<file path="src/rtl/switch_conditioner_pkg.sv">
`default_nettype none
// ============================================================================
//  Module      : switch_conditioner_pkg
//  Description : Shared definitions for the switch front end: the hold-FSM
//                state encoding and the default timing constants. The mode
//                selector and clock core use the same encoding.
//  Revision    : 1.0 - initial release
// ============================================================================
package switch_conditioner_pkg;

    // Hold FSM state encoding shared with downstream consumers.
    typedef enum logic [1:0] {
        HOLD_IDLE    = 2'b00,
        HOLD_PRESSED = 2'b01,
        HOLD_HELD    = 2'b10
    } hold_state_e;

    // Default timing, in tick units (tick is the 100 Hz sample strobe).
    localparam int unsigned DEF_N_SW           = 3;
    localparam int unsigned DEF_DEBOUNCE_TICKS = 3;
    localparam int unsigned DEF_LONG_TICKS     = 100;
    localparam int unsigned DEF_REPEAT_TICKS   = 20;

    function automatic int unsigned max_u(input int unsigned a, input int unsigned b);
        return (a > b) ? a : b;
    endfunction

endpackage : switch_conditioner_pkg
`default_nettype wire

</file>
<file path="src/rtl/switch_conditioner_channel.sv">
`default_nettype none
// ============================================================================
//  Module      : switch_conditioner_channel
//  Description : One switch channel: 2-FF synchronizer (polarity normalised,
//                1 = pressed), tick-sampled debouncer and hold FSM producing
//                press / release / long-press / auto-repeat pulses.
//  Ports       : clk, rst_n (async, active-low), tick (sample strobe),
//                sw_raw (raw pin) -> sw_level, press, release_pulse,
//                long_press, repeat_pulse (all registered).
//  Revision    : 1.0 - initial release
// ============================================================================
module switch_conditioner_channel
    import switch_conditioner_pkg::*;
#(
    parameter bit          ACTIVE_LOW     = 1'b1,
    parameter int unsigned DEBOUNCE_TICKS = DEF_DEBOUNCE_TICKS,
    parameter int unsigned LONG_TICKS     = DEF_LONG_TICKS,
    parameter int unsigned REPEAT_TICKS   = DEF_REPEAT_TICKS
) (
    input  logic clk,
    input  logic rst_n,
    input  logic tick,
    input  logic sw_raw,
    output logic sw_level,
    output logic press,
    output logic release_pulse,
    output logic long_press,
    output logic repeat_pulse
);

    localparam int unsigned DB_W   = $clog2(DEBOUNCE_TICKS + 1);
    localparam int unsigned HOLD_W = $clog2(max_u(LONG_TICKS, REPEAT_TICKS));

    localparam logic [DB_W-1:0]   DB_TERM     = DB_W'(DEBOUNCE_TICKS);
    localparam logic [HOLD_W-1:0] LONG_LAST   = HOLD_W'(LONG_TICKS - 1);
    localparam logic [HOLD_W-1:0] REPEAT_LAST = HOLD_W'(REPEAT_TICKS - 1);

    logic              sync1_q, sync1_d;
    logic              sync2_q, sync2_d;
    logic              level_q, level_d;
    logic [DB_W-1:0]   db_cnt_q, db_cnt_d;
    logic [DB_W-1:0]   db_cnt_inc;
    hold_state_e       state_q, state_d;
    logic [HOLD_W-1:0] hold_cnt_q, hold_cnt_d;
    logic              press_q, press_d;
    logic              release_q, release_d;
    logic              long_q, long_d;
    logic              repeat_q, repeat_d;
    logic              level_rise, level_fall;

    // Synchronizer + debouncer. Normalising before the first flop means the
    // synchronizer's reset value (0) reads as "released" for either polarity.
    always_comb begin
        sync1_d    = ACTIVE_LOW ? ~sw_raw : sw_raw;
        sync2_d    = sync1_q;
        level_d    = level_q;
        db_cnt_d   = db_cnt_q;
        db_cnt_inc = db_cnt_q + 1'b1;
        if (tick) begin
            if (sync2_q != level_q) begin
                // The Nth consecutive disagreeing sample flips the level on
                // this very tick edge.
                if (db_cnt_inc == DB_TERM) begin
                    level_d  = ~level_q;
                    db_cnt_d = '0;
                end else begin
                    db_cnt_d = db_cnt_inc;
                end
            end else begin
                db_cnt_d = '0;
            end
        end
    end

    // Edges are taken from the next-state level so press/release land on the
    // same clk edge as the sw_level change.
    assign level_rise = level_d & ~level_q;
    assign level_fall = ~level_d & level_q;

    always_comb begin
        state_d    = state_q;
        hold_cnt_d = hold_cnt_q;
        press_d    = 1'b0;
        release_d  = 1'b0;
        long_d     = 1'b0;
        repeat_d   = 1'b0;
        case (state_q)
            HOLD_IDLE: begin
                if (level_rise) begin
                    state_d    = HOLD_PRESSED;
                    press_d    = 1'b1;
                    hold_cnt_d = '0;
                end
            end
            HOLD_PRESSED: begin
                // A release wins over a coinciding long-press terminal count.
                if (level_fall) begin
                    state_d    = HOLD_IDLE;
                    release_d  = 1'b1;
                    hold_cnt_d = '0;
                end else if (tick) begin
                    if (hold_cnt_q == LONG_LAST) begin
                        state_d    = HOLD_HELD;
                        long_d     = 1'b1;
                        hold_cnt_d = '0;
                    end else begin
                        hold_cnt_d = hold_cnt_q + 1'b1;
                    end
                end
            end
            HOLD_HELD: begin
                if (level_fall) begin
                    state_d    = HOLD_IDLE;
                    release_d  = 1'b1;
                    hold_cnt_d = '0;
                end else if (tick) begin
                    if (hold_cnt_q == REPEAT_LAST) begin
                        repeat_d   = 1'b1;
                        hold_cnt_d = '0;
                    end else begin
                        hold_cnt_d = hold_cnt_q + 1'b1;
                    end
                end
            end
            default: begin
                state_d    = HOLD_IDLE;
                hold_cnt_d = '0;
            end
        endcase
    end

    always_ff @(posedge clk or negedge rst_n) begin
        if (!rst_n) begin
            sync1_q    <= 1'b0;
            sync2_q    <= 1'b0;
            level_q    <= 1'b0;
            db_cnt_q   <= '0;
            state_q    <= HOLD_IDLE;
            hold_cnt_q <= '0;
            press_q    <= 1'b0;
            release_q  <= 1'b0;
            long_q     <= 1'b0;
            repeat_q   <= 1'b0;
        end else begin
            sync1_q    <= sync1_d;
            sync2_q    <= sync2_d;
            level_q    <= level_d;
            db_cnt_q   <= db_cnt_d;
            state_q    <= state_d;
            hold_cnt_q <= hold_cnt_d;
            press_q    <= press_d;
            release_q  <= release_d;
            long_q     <= long_d;
            repeat_q   <= repeat_d;
        end
    end

    assign sw_level      = level_q;
    assign press         = press_q;
    assign release_pulse = release_q;
    assign long_press    = long_q;
    assign repeat_pulse  = repeat_q;

endmodule : switch_conditioner_channel
`default_nettype wire

</file>
<file path="src/rtl/switch_conditioner.sv">
`default_nettype none
// ============================================================================
//  Module      : switch_conditioner
//  Description : Front end for the watch push-switches. Generates N_SW
//                independent channels, each delivering a debounced level and
//                single-clk press / release / long-press / repeat pulses.
//  Ports       : clk, rst_n (async, active-low), tick (sample strobe),
//                sw_raw[N_SW] -> sw_level, press, release_pulse, long_press,
//                repeat_pulse (each N_SW wide). The release event is named
//                release_pulse because "release" is a SystemVerilog keyword.
//  Revision    : 1.0 - initial release
// ============================================================================
module switch_conditioner
    import switch_conditioner_pkg::*;
#(
    parameter int unsigned N_SW           = DEF_N_SW,
    parameter bit          ACTIVE_LOW     = 1'b1,
    parameter int unsigned DEBOUNCE_TICKS = DEF_DEBOUNCE_TICKS,
    parameter int unsigned LONG_TICKS     = DEF_LONG_TICKS,
    parameter int unsigned REPEAT_TICKS   = DEF_REPEAT_TICKS
) (
    input  logic            clk,
    input  logic            rst_n,
    input  logic            tick,
    input  logic [N_SW-1:0] sw_raw,
    output logic [N_SW-1:0] sw_level,
    output logic [N_SW-1:0] press,
    output logic [N_SW-1:0] release_pulse,
    output logic [N_SW-1:0] long_press,
    output logic [N_SW-1:0] repeat_pulse
);

    genvar i;
    generate
        for (i = 0; i < N_SW; i++) begin : g_ch
            switch_conditioner_channel #(
                .ACTIVE_LOW     (ACTIVE_LOW),
                .DEBOUNCE_TICKS (DEBOUNCE_TICKS),
                .LONG_TICKS     (LONG_TICKS),
                .REPEAT_TICKS   (REPEAT_TICKS)
            ) u_channel (
                .clk           (clk),
                .rst_n         (rst_n),
                .tick          (tick),
                .sw_raw        (sw_raw[i]),
                .sw_level      (sw_level[i]),
                .press         (press[i]),
                .release_pulse (release_pulse[i]),
                .long_press    (long_press[i]),
                .repeat_pulse  (repeat_pulse[i])
            );
        end
    endgenerate

endmodule : switch_conditioner
`default_nettype wire

</file>
<file path="config.mk">
export PLATFORM = sky130hd
export DESIGN_NAME = switch_conditioner
export DESIGN_NICKNAME = d
export VERILOG_FILES = /design/src/rtl/switch_conditioner_pkg.sv /design/src/rtl/switch_conditioner_channel.sv /design/src/rtl/switch_conditioner.sv
export SDC_FILE = /design/constraint.sdc
export NUM_CORES = 1
export LEC_CHECK = 0
export ABC_AREA = 1
export BUFFER_PORTS_ARGS = -buffer_cell sky130_fd_sc_hd__buf_4
export CAP_MARGIN = 0
export CORE_AREA = 2 2 72 88
export DETAILED_ROUTE_END_ITERATION = 12
export DIE_AREA = 0 0 74 90
export PLACE_DENSITY_LB_ADDON = 0.15
export SETUP_SLACK_MARGIN = 0.3
export SLEW_MARGIN = 10
export SYNTH_ARGS = -nofsm -noshare
export SYNTH_HDL_FRONTEND = slang
export SYNTH_SLANG_ARGS = --single-unit
</file>
<file path="constraint.sdc">
create_clock -name clk -period 1.35 [get_ports clk]
set_clock_uncertainty 0.05 [all_clocks]
set_input_delay 0.27 -clock clk [delete_from_list [all_inputs] [get_ports clk]]
set_output_delay 0.27 -clock clk [all_outputs]
set_load 0.03 [all_outputs]
</file>
==> impl_metrics.py <==
metrics = {
    "run_status": {
        "outcome": "finished, violations left",
        "violations": "setup timing",
    },
    "global_route": {
        "grt_most_used_layer": "met2",
        "overflow": 0,
        "gr-usage-all-layers_pct": 24.90,
        "grtUsageMet1_pct": 28.85,
        "grt_max_degree": 37,
        "first_global_vias": 2998,
        "use_met2_pct": 46.06,
        "antenna_found_initial": 0,
        "use_met3_pct": 3.251,
        "grt_pass1_wl_um": 13210,
    },
    "floorplan": {
        "die_area_um2": 6660,
        "die_h_um": 90,
        "core_area_um2": 5857,
        "ioPinCount": 21,
        "num_rows": 31,
        "die_w_um": 74,
        "start_util_pct": 51.74,
    },
    "layout": {
        "fillers": 302,
        "drive_gt1_share_pct": 54.99,
        "nets": 508,
        "finalNonFillerCells": 573,
        "final_area_um2": 4918,
        "multiInputGateArea_um2": 2118,
        "area_growth_pct": 62.30,
        "regArea_um2": 1361,
        "n_antenna_cell": 0,
    },
    "route": {
        "drt-total-wl_um": 9809,
        "dr.pass1.iters": 5,
        "drt_iter0_markers": 182,
        "routed_via_density": 5.543,
        "vias": 3176,
        "drtAntennaViolNets": 0,
        "drc": 0,
        "wl_per_cell_um": 17.12,
    },
    "critical_path": {
        "crit_path_end_kind": "flop",
        "critPathArrivalTime_ns": 1.66,
        "path_common_cell": "nor2_4",
        "critPathKind": "flop to flop",
        "crit_path_start_kind": "flop",
        "slowest_delay_ns": 0.45,
        "critPathRequiredTime_ns": 1.51,
        "path_cells": "inv_2 > nand3_4 > nor2_4 > nor2_4 > nor2_4 > nand2_4 > a21oi_2 > nor2_1",
        "slowest_stage": "dfrtp_1",
        "critPathMaxFanout": 6,
    },
    "sta": {
        "maxSlewHeadroom_pct": 81.06,
        "fmax_mhz": 664.5,
        "setup_viol": 31,
        "fin_crit_sh_pct": 111.5,
        "postLayoutSetupSlackWorst_ns": -0.1549,
        "tightestPinTransition_ns": 0.2842,
        "finalSetupTns_ns": -2.775,
        "rsz0062_at_grt": "true",
        "hold_viol_final": 0,
        "slew_viol_final": 0,
        "period_minus_slack_ns": 1.505,
    },
    "placement": {
        "place_hpwl_um": 4863,
        "numPortBuffers": 20,
        "placed_area_um2": 3774,
        "dp_slack_ns": -0.08277,
        "place_congestion": 0.9102,
        "place_inst": 537,
    },
    "job": {
        "maxCapViolCount": 0,
    },
    "logic_synthesis": {
        "seq_area_frac_synth_pct": 44.59,
        "synth.top_cell.area_share_pct": 44.59,
        "synth_cell_type_count": 22,
        "synth_edf_count": 0,
        "syn_avg_cell_area_um2": 7.557,
        "syn_inst": 401,
        "synth_top_cells_by_area": "dfrtp_1 45%, nand2_1 13%, inv_1 7.3%, nand4_1 6.0%, nand3_1 5.9%",
        "synth_ff_type": "dfrtp_1",
        "synth_largest_area_cell": "dfrtp_1",
        "ys_seq_elements": 54,
        "syn_area_um2": 3030,
        "yosysWarnings": 0,
        "synthArstFlopShare_pct": 100.0,
        "synth_nets": 419,
    },
    "clock_tree": {
        "htreeDepth": 2,
        "cts_tree": "built",
        "clkSinkCount": 54,
        "cts-root-buf": "clkbuf_8",
        "clk_pin_slew_worst_paths_ns": 0.11,
        "clk_path_buf_depth": 2,
        "numCtsBuffers": 5,
        "clkLatencyLatePin_ns": 0.33,
    },
    "power": {
        "p_per_area_nw_per_um2": 1744,
        "ir_drop_v": 0.001062,
        "p_leak_nw": 2.284,
    },
    "hold_path": {
        "hold_class": "input pin to flop",
    },
}
==> Yosys cell counts (2+ instances only) <==
cell,n
ha_1,12
a21oi_1,8
o21ai_0,16
buf_4,17
clkbuf_1,3
nand3_1,36
nand2_1,103
inv_1,59
nor3_1,10
dfrtp_1,54
nor2_1,39
buf_2,2
nand4_1,29
xor2_1,4
o21ai_1,2
==> critical path, delay by kind of cell (launching register included) <==
| family | cells | cell delay (ns) |
|---|---|---|
| flip-flops | 1 | 0.45 |
| buffers and inverters | 1 | 0.10 |
| AND/OR/NAND/NOR | 6 | 0.65 |
| AO/OA/AOI/OAI | 1 | 0.15 |
==> state kept, by name, summed over array words and instances (netlist names) <==
signal,cells
g_ch.u_channel.state_q,6
g_ch.u_channel.press,3
g_ch.u_channel.sw_level,3
g_ch.u_channel.sync1_q,3
g_ch.u_channel.long_press,3
g_ch.u_channel.repeat_pulse,3
g_ch.u_channel.db_cnt_q,6
g_ch.u_channel.hold_cnt_q,21
g_ch.u_channel.sync2_q,3
g_ch.u_channel.release_pulse,3
==> power breakdown <==
group | internal, mW | total [mW] | switching (mW)
registers | 1.88 | 2.20 | 0.325
clock network | 0.553 | 1.14 | 0.590
logic | 2.23 | 5.23 | 3.00
==> metrics by stage <==
stage	utilization [%]	total power, mW	hold slack (ns)
after floorplan	-	4.397	-0.07559
after global placement	64.43	5.267	0.1087
after detailed placement	64.43	5.354	0.1154
after CTS	76.18	7.403	0.02998
after global routing	83.98	8.984	0.01878
final	83.98	8.577	0.01939
==> layout make-up <==
| class | instances | share of cell area (%) |
|---|---|---|
| Clock buffer | 5 | 1.399 |
| Timing Repair Buffer | 105 | 19.97 |
| Sequential cell | 54 | 27.68 |
| Tap cell | 82 | 2.086 |
| Inverter | 60 | 4.884 |
| Multi-Input combinational cell | 264 | 43.07 |
| Clock inverter | 3 | 0.9158 |
==> cell usage in the layout, fill, tap and decap left out, drive strengths merged <==
| cell | instances |
|---|---|
| inv | 60 |
| nand3 | 37 |
| nand4 | 29 |
| ha | 12 |
| nand2 | 104 |
| nor2 | 41 |
| a21oi | 8 |
| clkinvlp | 2 |
| dlygate4sd3 | 1 |
| buf | 104 |
| o21ai | 18 |
| a31oi | 1 |
| xor2 | 4 |
| dfrtp | 54 |
| bufinv | 1 |
| clkbuf | 5 |
| nor3 | 10 |
==> final timing paths <==
| path | endpoint | cells after the start | start | slack, ns |
|---|---|---|---|---|
| worst max register to register | g_ch[0].u_channel.hold_cnt_q[6] | 8 | g_ch[0].u_channel.db_cnt_q[0] | -0.15 |
| worst max-delay path | g_ch[0].u_channel.hold_cnt_q[6] | 8 | g_ch[0].u_channel.db_cnt_q[0] | -0.15 |
| min in group asynchronous | g_ch[1].u_channel.long_press | 2 | rst_n | 0.32 |
| worst min register to register | g_ch[0].u_channel.sync2_q | 0 | g_ch[0].u_channel.sync1_q | 0.31 |
| worst min-delay path | g_ch[1].u_channel.sync1_q | 2 | sw_raw[1] | 0.02 |
| max in group asynchronous | g_ch[0].u_channel.hold_cnt_q[2] | 3 | rst_n | 0.43 |
==> timing repair <==
action,in CTS,in global routing
cloned,2,0
endpoints found under the setup margin,58,62
endpoints found under the hold margin,18,0
hold buffers,1,0
pin swaps,57,43
resized for setup,130,89
setup buffers,12,13
==> layer usage <==
metal	vias to the layer above	wire, um	share of wire, %
met5	-	0	0
met4	0	555	5.7
met3	58	348	3.5
met2	132	5335	54
met1	1532	3570	36
li1	1454	-	-
==> logic make-up after synthesis <==
group | count (synthesis) | synth area share (%)
flops | 54 | 44.59
compound gates | 27 | 4.501
buf+inv | 83 | 12.51
xor+xnor | 4 | 1.156
fa+ha+maj | 12 | 4.954
simple gates | 221 | 32.29
Power figures use the tool's default switching activity.
